File: config.mk
export PLATFORM = sky130hd
export DESIGN_NAME = sprite_compositor_ctrl
export DESIGN_NICKNAME = d
export VERILOG_FILES = /design/src/rtl/sprite_pkg.sv /design/src/rtl/obj_hit_unit.sv /design/src/rtl/sprite_compositor_ctrl.sv
export SDC_FILE = /design/constraint.sdc
export NUM_CORES = 1
export LEC_CHECK = 0
export CAP_MARGIN = 30
export CORE_ASPECT_RATIO = 0.6
export CORE_MARGIN = 5
export CORE_UTILIZATION = 40
export DETAILED_ROUTE_END_ITERATION = 6
export HOLD_SLACK_MARGIN = 0.03
export PLACE_DENSITY = 0.72
export SLEW_MARGIN = 25
export SYNTH_ARGS = -nofsm -noshare
export SYNTH_HDL_FRONTEND = slang
export SYNTH_HIERARCHICAL = 1
export SYNTH_SLANG_ARGS = --single-unit
File: constraint.sdc
create_clock -name clk -period 8 [get_ports clk]
set_clock_uncertainty 0.15 [all_clocks]
set_input_delay 1.6 -clock clk [delete_from_list [all_inputs] [get_ports clk]]
set_output_delay 1.6 -clock clk [all_outputs]
set_load 0.01 [all_outputs]
File: src/rtl/sprite_pkg.sv
// Shared constants for the sprite compositor: colour/id widths and default
// coordinate width and transparent key.
package sprite_pkg;
  localparam int COLOR_W = 12;
  localparam int OBJ_ID_W = 3;
  localparam int DEF_COORD_W = 10;
  localparam logic [COLOR_W-1:0] DEF_TRANSPARENT = 12'h000;
endpackage

File: src/rtl/obj_hit_unit.sv
// Per-object range test and ROM address generation; purely combinational.
// The end-of-box sums carry one extra bit so boxes at the screen edge clip instead of wrapping.
module obj_hit_unit
  import sprite_pkg::*;
#(
  parameter int OBJ_DIM = 2,
  parameter int ADDR_W  = 1,
  parameter int COORD_W = DEF_COORD_W
) (
  input  logic [COORD_W-1:0] pix_x,
  input  logic [COORD_W-1:0] pix_y,
  input  logic [COORD_W-1:0] obj_x,
  input  logic [COORD_W-1:0] obj_y,
  input  logic               obj_en,
  output logic               hit,
  output logic [ADDR_W-1:0]  row,
  output logic [ADDR_W-1:0]  col
);
  logic [COORD_W:0] x_end_s;
  logic [COORD_W:0] y_end_s;
  logic             in_x_s;
  logic             in_y_s;

  assign x_end_s = {1'b0, obj_x} + (COORD_W+1)'(OBJ_DIM);
  assign y_end_s = {1'b0, obj_y} + (COORD_W+1)'(OBJ_DIM);
  assign in_x_s  = (pix_x >= obj_x) && ({1'b0, pix_x} < x_end_s);
  assign in_y_s  = (pix_y >= obj_y) && ({1'b0, pix_y} < y_end_s);
  assign hit     = obj_en && in_x_s && in_y_s;

  // Only the low bits of the offset address the ROM
  assign col = pix_x[ADDR_W-1:0] - obj_x[ADDR_W-1:0];
  assign row = pix_y[ADDR_W-1:0] - obj_y[ADDR_W-1:0];
endmodule

File: src/rtl/sprite_compositor_ctrl.sv
// Object sprite compositor: double-buffered object positions, ROM addressing,
// one-cycle ROM latency alignment and fixed-priority transparent compositing.
module sprite_compositor_ctrl
  import sprite_pkg::*;
#(
  parameter int N_OBJ   = 4,
  parameter int OBJ_DIM = 2,
  parameter int ADDR_W  = 1,
  parameter int COORD_W = DEF_COORD_W,
  parameter logic [COLOR_W-1:0] TRANSPARENT = DEF_TRANSPARENT
) (
  input  logic                      clk,
  input  logic                      reset_n,
  input  logic                      cfg_we,
  input  logic [2:0]                cfg_idx,
  input  logic [COORD_W-1:0]        cfg_x,
  input  logic [COORD_W-1:0]        cfg_y,
  input  logic                      cfg_en,
  output logic                      cfg_pending,
  input  logic                      frame_start,
  input  logic                      pix_valid,
  input  logic [COORD_W-1:0]        pix_x,
  input  logic [COORD_W-1:0]        pix_y,
  input  logic [COLOR_W-1:0]        bg_color,
  output logic [N_OBJ*ADDR_W-1:0]   rom_row,
  output logic [N_OBJ*ADDR_W-1:0]   rom_col,
  input  logic [N_OBJ*COLOR_W-1:0]  rom_data,
  output logic                      out_valid,
  output logic [COLOR_W-1:0]        out_color,
  output logic                      out_hit,
  output logic [OBJ_ID_W-1:0]       out_obj_id
);
  logic [COORD_W-1:0] sh_x_r  [N_OBJ];
  logic [COORD_W-1:0] sh_y_r  [N_OBJ];
  logic               sh_en_r [N_OBJ];
  logic [COORD_W-1:0] act_x_r [N_OBJ];
  logic [COORD_W-1:0] act_y_r [N_OBJ];
  logic               act_en_r[N_OBJ];
  logic               pending_r;

  logic               wr_ok_s;
  logic               commit_s;
  logic [N_OBJ-1:0]   hit_s;
  logic [N_OBJ-1:0]   hit1_r;
  logic               valid1_r;
  logic [COLOR_W-1:0] bg1_r;
  logic [N_OBJ-1:0]   opaque_s;
  logic [N_OBJ-1:0]   lowest_s;
  logic               win_s;
  logic [OBJ_ID_W-1:0] win_id_s;
  logic [COLOR_W-1:0] win_color_s;

  assign wr_ok_s     = cfg_we && ({1'b0, cfg_idx} < 4'(N_OBJ));
  assign commit_s    = frame_start && pending_r;
  assign cfg_pending = pending_r;

  // Shadow/active banks; a commit copies the shadow as it stood before this edge's write
  always_ff @(posedge clk) begin
    if (!reset_n) begin
      for (int k = 0; k < N_OBJ; k++) begin
        sh_x_r[k]   <= {COORD_W{1'b0}};
        sh_y_r[k]   <= {COORD_W{1'b0}};
        sh_en_r[k]  <= 1'b0;
        act_x_r[k]  <= {COORD_W{1'b0}};
        act_y_r[k]  <= {COORD_W{1'b0}};
        act_en_r[k] <= 1'b0;
      end
      pending_r <= 1'b0;
    end else begin
      for (int k = 0; k < N_OBJ; k++) begin
        if (commit_s) begin
          act_x_r[k]  <= sh_x_r[k];
          act_y_r[k]  <= sh_y_r[k];
          act_en_r[k] <= sh_en_r[k];
        end
        if (wr_ok_s && (cfg_idx == 3'(k))) begin
          sh_x_r[k]  <= cfg_x;
          sh_y_r[k]  <= cfg_y;
          sh_en_r[k] <= cfg_en;
        end
      end
      if (wr_ok_s) begin
        pending_r <= 1'b1;
      end else if (frame_start) begin
        pending_r <= 1'b0;
      end
    end
  end

  for (genvar k = 0; k < N_OBJ; k++) begin : g_obj
    obj_hit_unit #(
      .OBJ_DIM (OBJ_DIM),
      .ADDR_W  (ADDR_W),
      .COORD_W (COORD_W)
    ) u_hit (
      .pix_x  (pix_x),
      .pix_y  (pix_y),
      .obj_x  (act_x_r[k]),
      .obj_y  (act_y_r[k]),
      .obj_en (act_en_r[k]),
      .hit    (hit_s[k]),
      .row    (rom_row[k*ADDR_W +: ADDR_W]),
      .col    (rom_col[k*ADDR_W +: ADDR_W])
    );
    assign opaque_s[k] = hit1_r[k] && (rom_data[k*COLOR_W +: COLOR_W] != TRANSPARENT);
  end

  // Stage 1 waits alongside the ROM read; hits are masked for invalid pixels
  always_ff @(posedge clk) begin
    if (!reset_n) begin
      hit1_r   <= {N_OBJ{1'b0}};
      valid1_r <= 1'b0;
      bg1_r    <= {COLOR_W{1'b0}};
    end else begin
      hit1_r   <= pix_valid ? hit_s : {N_OBJ{1'b0}};
      valid1_r <= pix_valid;
      bg1_r    <= bg_color;
    end
  end

  // Isolate the lowest opaque object, then OR-reduce its index and colour
  assign lowest_s = opaque_s & (~opaque_s + N_OBJ'(1));
  assign win_s    = |opaque_s;

  // Priority mux built from the one-hot winner
  always_comb begin
    win_id_s    = {OBJ_ID_W{1'b0}};
    win_color_s = {COLOR_W{1'b0}};
    for (int k = 0; k < N_OBJ; k++) begin
      win_id_s    = win_id_s | (lowest_s[k] ? OBJ_ID_W'(k) : {OBJ_ID_W{1'b0}});
      win_color_s = win_color_s | ({COLOR_W{lowest_s[k]}} & rom_data[k*COLOR_W +: COLOR_W]);
    end
  end

  // Registered composite output
  always_ff @(posedge clk) begin
    if (!reset_n) begin
      out_valid  <= 1'b0;
      out_color  <= {COLOR_W{1'b0}};
      out_hit    <= 1'b0;
      out_obj_id <= {OBJ_ID_W{1'b0}};
    end else if (valid1_r) begin
      out_valid  <= 1'b1;
      out_color  <= win_s ? win_color_s : bg1_r;
      out_hit    <= win_s;
      out_obj_id <= win_id_s;
    end else begin
      out_valid  <= 1'b0;
      out_color  <= {COLOR_W{1'b0}};
      out_hit    <= 1'b0;
      out_obj_id <= {OBJ_ID_W{1'b0}};
    end
  end
endmodule

==> results of run 1 <==
layer usage:
layer / vias up / track usage [%]
met5: - / 0
met4: 0 / 3.17
met3: 30 / 4.17
met2: 251 / 25.6
met1: 4291 / 28.9
li1: 4401 / -
critical path: stages:
cell	delay, ns
clkdlybuf4s50_1	0.60
inv_1	0.07
ha_1	0.29
inv_1	0.07
clkdlybuf4s50_1	0.58
power groups by stage:
| stage | sequential, uW | combinational (uW) | clock [uW] |
|---|---|---|---|
| 2_1_floorplan | 1240 | 193 | 0 |
| 3_3_place_gp | 1250 | 330 | 0 |
| 3_5_place_dp | 1250 | 345 | 0 |
| 4_1_cts | 1230 | 347 | 1110 |
| 5_1_grt | 1240 | 390 | 1160 |
| 6_report | 1230 | 348 | 1090 |
layout make-up:
class / count / area, um^2 / share of cell area (%)
clock buffers: 22 / 529 / 3.53
clock inverters: 16 / 243 / 1.62
inverters: 100 / 375 / 2.51
multi-input cells: 821 / 6210 / 41.4
flip-flops and latches: 202 / 5700 / 38.0
well taps: 408 / 510 / 3.41
repair buffers: 143 / 1420 / 9.46
sequential cells by signal (all words and copies together), names as in the netlist, 2 cells and up:
| signal | cells |
|---|---|
| act_x_r | 40 |
| act_y_r | 40 |
| sh_x_r | 40 |
| sh_y_r | 40 |
| bg1_r | 12 |
| out_color | 12 |
| act_en_r | 4 |
| hit1_r | 4 |
| sh_en_r | 4 |
| out_obj_id | 2 |
synth_stat cells, types with 9 or more instances:
master    count  area, um^2
nand4_1       9        56.3
and3_1       36         225
a21o_1       28         210
dfxtp_1      37         741
o31ai_1       9        67.6
ha_1        160        2000
o21ai_0      35         175
xnor2_1      56         490
inv_1       100         375
nor3_1       17        85.1
a21oi_1      29         145
edfxtp_1    165        4950
nand2_1      52         195
a31oi_1       9        56.3
nor2_1       52         195
nand3_1      30         150
and2_1      181        1130
o22ai_1      13        81.3
clkbuf_1     23        86.3
metrics by stage:
stage | setup WS, ns | hold slack, ns | power (uW)
after detailed placement | 2.80 | 0.313 | 1600
after global placement | 3.00 | 0.301 | 1580
final | 3.04 | 0.321 | 2670
after global routing | 2.98 | 0.348 | 2780
after floorplan | 3.83 | 0.290 | 1430
after CTS | 3.01 | 0.322 | 2690
worst min path at each step:
stage	cells past startpoint	slack, ns	endpoint	from
final	2	0.32	sh_en_r[2]	sh_en_r[2]
after global routing	2	0.35	sh_en_r[1]	sh_en_r[1]
after CTS	2	0.32	sh_en_r[2]	sh_en_r[2]
after detailed placement	2	0.31	sh_en_r[2]	sh_en_r[2]
after global placement	2	0.30	sh_en_r[2]	sh_en_r[2]
after floorplan	2	0.29	sh_en_r[0]	sh_en_r[0]
kinds of logic after synthesis:
family,Yosys count,share of synthesized area (%)
compound gates,182,10.3
xor+xnor,56,3.97
fa+ha+maj,160,16.2
buf+inv,130,4.06
flops,202,46.1
other cells,1,0.0303
simple gates,422,19.3
==> impl_results.md, run 1 <==
- Internal power: 2040 uW
- Total gr overflow: 0
- Antenna Violating Nets Remaining: 0
- Vias: 8973
- R2R depth: 11
- Relative slew slack: 37.0%
- Slew @ Worst Pin: 0.945 ns
- # hold bufs at CTS: 0
- Area grow syn2layout: 21.2%
- DRC: 0
- Flops & latches, synth: 202
- Crit. Startpoint: pix_y[0]
- RSZ-0062 raised after global routing: false
- Setup slack, reg-to-reg: 5.04 ns
- Clock slew at reported path FFs: 0.06 ns
- Post-synth EDFFs: 165
- CTS buffer count: 21
- Final core occ: 49.6%
- # setup viols final: 0
- Cells after Synth: 1153
- Cell Area, Synth: 0.0124 mm^2
- Die ar.: 0.0346 mm^2
- Setup TNS: 0 ns
- Routed wire length per instance: 19.0 um
- CP endpoint kind: primary output
- Die width: 237 um
- Post-Place Cell Area: 0.0142 mm^2
- Initial antenna violation count: 2
- Post-DP HPWL: 25200 um
- Slew Limit Fails: 0
- Main flop type after synthesis: edfxtp_1
- P per Cell Area: 178 mW/mm^2
- Crit Path Category: input port to primary output
- Hold Vio Cnt, Final: 0
- Fin crit period: 4.96 ns
- WL final: 32600 um
- Routability congestion estimate: 0.905
- Status: finished clean
- Data arrival, critical path: 3.21 ns
- Register share of total power: 46.1%
- Worst r2r dst: hit1_r[3]
- Unique masters post-synth: 47
- CTS tree: done
- Initial core utilization: 40.9%
- Vias in the first global route: 8908
- Wire length on met1: 16600 um
- Finished Layout Cells: 1712
- Startpoint Class: input port
- Max Freq: 202 MHz
- 1st-pass router iterations: 5
- Ant. Diodes: 0
- Largest net degree at the start of global routing: 85
- Maximum vdd drop: 0.143 mV
- Inst Count DP: 1672
- 1st-iter DRT viols: 894
- Min-delay worst type: flip-flop to flip-flop
- IO Count: 135
- CP required: 6.25 ns
- Worst skew pair latency: 0.50 ns
- Switch share: 23.7%
- Top routing layer used: met4
- Max cap viols: 0
- Switching Power: 634 uW
- Cell area after layout: 0.0150 mm^2
- Std-Cell Core Area: 0.0302 mm^2
- Row count: 49
- Commonest non-fill, non-tap cell in the layout: and2_1
- Die H: 146 um
- CTS sink cnt: 202
- Register area share after synthesis: 46.1%
- NumNets Final: 1558
- CTS H-tree lvls: 1
- Yosys Warn Count: 6
- Global-route wire length before repair: 50200 um
- Mean Syn Cell Area: 10.7 um^2
- # port buffers: 133
- Crit path capture: rom_row[0]
- Post CTS Setup Buffer Count: 0
- Crit Reg-Reg Startpoint: act_x_r[3][5]
- Met2 wire length: 13100 um
- Share of cells above drive strength 1: 5.90%
- Filler cells: 2635
- Critical Path Fanout Max: 4
- Clk buf depth: 3
- Clock network power share: 40.9%
- Final worst-path cycle share: 62.0%
- Post-synth ARST share: 0%
- Post-cts sizing count: 0
- Vias/cell: 5.24
- Net Count, Synth: 1422
- Root buf cell: clkbuf_16
- Total track usage: 18.3%
- Wire length on met3: 2410 um
- LEAKAGE: 0.00606 uW
- Commonest cells after routing, fill and taps aside: and2_1, edfxtp_1, ha_1, clkdlybuf4s50_1, inv_1
- Comb power frac: 13.0%
Note: power is estimated with default switching activity, not from simulation.
==> run 2, diff against run 1 <==
==> constraint.sdc (replaced) <==
create_clock -name clk -period 4.8 [get_ports clk]
set_clock_uncertainty 0.15 [all_clocks]
set_input_delay 0.96 -clock clk [delete_from_list [all_inputs] [get_ports clk]]
set_output_delay 0.96 -clock clk [all_outputs]
set_load 0.01 [all_outputs]
==> run 2 against run 1 <==
  * Die area did not move
  * Cell count rose by 0.41%
  * Hold slack improved by 0.010 ns
  * Flip-flop and latch count did not move
  * Sequential power grew 67%
  * Core utilization shrank 0.13 points
  * Critical path depth unchanged
==> impl_results.md, run 2 (synthesized netlist as in run 1, its figures left out) <==
- Crit. Startpoint: pix_x[0]
- CTS sink cnt: 202
- Antenna Violating Nets Remaining: 0
- Overall power: 4270 uW
- # port buffers: 133
- Maximum vdd drop: 0.211 mV
- Final worst-path cycle share: 75.3%
- Initial antenna violation count: 0
- Dpl ws: 1.15 ns
- Relative slew slack: 39.6%
- Internal power: 3180 uW
- Post CTS Setup Buffer Count: 0
- CP endpoint kind: primary output
- Die H: 146 um
- 1st-pass router iterations: 5
- Filler cells: 2621
- Comb power frac: 13.7%
- Critical path cell sequence: clkdlybuf4s50_1, inv_1, ha_1, inv_1, clkdlybuf4s50_1
- Status: finished clean
- Fin crit period: 3.61 ns
- WL final: 32900 um
- NumNets Final: 1564
- 1st-iter DRT viols: 775
- Switch share: 25.6%
- Setup TNS: 0 ns
- Data arrival, critical path: 2.50 ns
- Clock network power share: 38.3%
- Startpoint Class: input port
- IO Count: 135
- # hold bufs at CTS: 0
- Row count: 49
- P per Cell Area: 286 mW/mm^2
- Clock slew at reported path FFs: 0.06 ns
- Std-Cell Core Area: 0.0302 mm^2
- CTS buffer count: 22
- Hold Vio Cnt, Final: 0
- Post-DP HPWL: 25500 um
- Total gr overflow: 0
- Die width: 237 um
- Min-delay worst type: flip-flop to flip-flop
- CTS tree: done
- Slew Limit Fails: 0
- Switching Power: 1090 uW
- Crit Reg-Reg Startpoint: act_x_r[1][2]
- Register share of total power: 48.0%
- Vias/cell: 5.30
- Clk buf depth: 3
- Slowest stage cell on the critical path: clkdlybuf4s50_1
- Ant. Diodes: 0
- Routability congestion estimate: 0.939
- RSZ-0062 raised after global routing: false
- Cell area after layout: 0.0149 mm^2
- CTS H-tree lvls: 1
- Slowest cell delay on critical path: 0.57 ns
- Final worst slack: 1.19 ns
- DRC: 0
- Buf+Inv Stages, Crit Path: 4
- Critical path's top delay family: buffers and inverters
- Share of cells above drive strength 1: 6.10%
- Global-route wire length before repair: 50400 um
- Largest net degree at the start of global routing: 53
- Crit Path Category: input port to primary output
- Root buf cell: clkbuf_16
- Vias in the first global route: 8938
- Post-Place Cell Area: 0.0142 mm^2
- Vias: 9103
- LEAKAGE: 0.00606 uW
- Initial core utilization: 40.9%
- CP required: 3.69 ns
- Commonest non-fill, non-tap cell in the layout: and2_1
- Worst skew pair latency: 0.53 ns
- Area grow syn2layout: 20.9%
- Max Freq: 277 MHz
- Hold path start: sh_en_r[2]
- # setup viols final: 0
- Max cap viols: 0
- Slew @ Worst Pin: 0.903 ns
- Commonest cells after routing, fill and taps aside: and2_1, edfxtp_1, ha_1, clkdlybuf4s50_1, inv_1
- Routed wire length per instance: 19.2 um
- Post-cts sizing count: 0
- Total track usage: 18.4%
- Critical Path Fanout Max: 4
- Die ar.: 0.0346 mm^2
==> run 2: per-layer routing <==
layer / share of wire (%) / global-route usage (%)
met1: 50 / 29.0
met5: 0 / 0
met2: 40 / 26.0
met3: 7.9 / 4.15
met4: 1.4 / 3.32
==> run 2: worst paths after layout <==
path           endpoint  slack, ns  depth (start not counted)
max          rom_col[1]       1.19                          5
min          sh_en_r[2]       0.33                          2
max reg2reg   hit1_r[1]       1.99                         11
min reg2reg  sh_en_r[2]       0.33                          2
==> run 2: worst min-delay path: stages, from the launching register on <==
cell	delay, ns
dfxtp_1	0.31
inv_1	0.05
o21ai_0	0.07
==> run 2: area by class of cell <==
type                    count  area [um^2]  area share [%]
multi-input cells         821         6210            41.5
well taps                 408          510            3.42
repair buffers            148         1440            9.66
clock inverters            16          150            1.00
inverters                 100          375            2.51
flip-flops and latches    202         5700            38.1
clock buffers              24          558            3.74
==> run 2: power groups by stage <==
stage	clock network (uW)	registers (uW)	logic, uW
6_report	1640	2050	583
5_1_grt	1730	2060	651
4_1_cts	1670	2050	582
3_5_place_dp	0	2090	579
3_3_place_gp	0	2080	555
2_1_floorplan	0	2060	321
==> run 2: through the flow <==
| stage | hold WS, ns | util, % | std cells |
|---|---|---|---|
| 4_1_cts | 0.332 | 49.4 | 1719 |
| 3_3_place_gp | 0.302 | 47.1 | 1679 |
| 2_1_floorplan | 0.290 | - | 1153 |
| 3_5_place_dp | 0.323 | 47.1 | 1679 |
| 5_1_grt | 0.352 | 49.4 | 1719 |
| 6_report | 0.332 | 49.4 | 1719 |
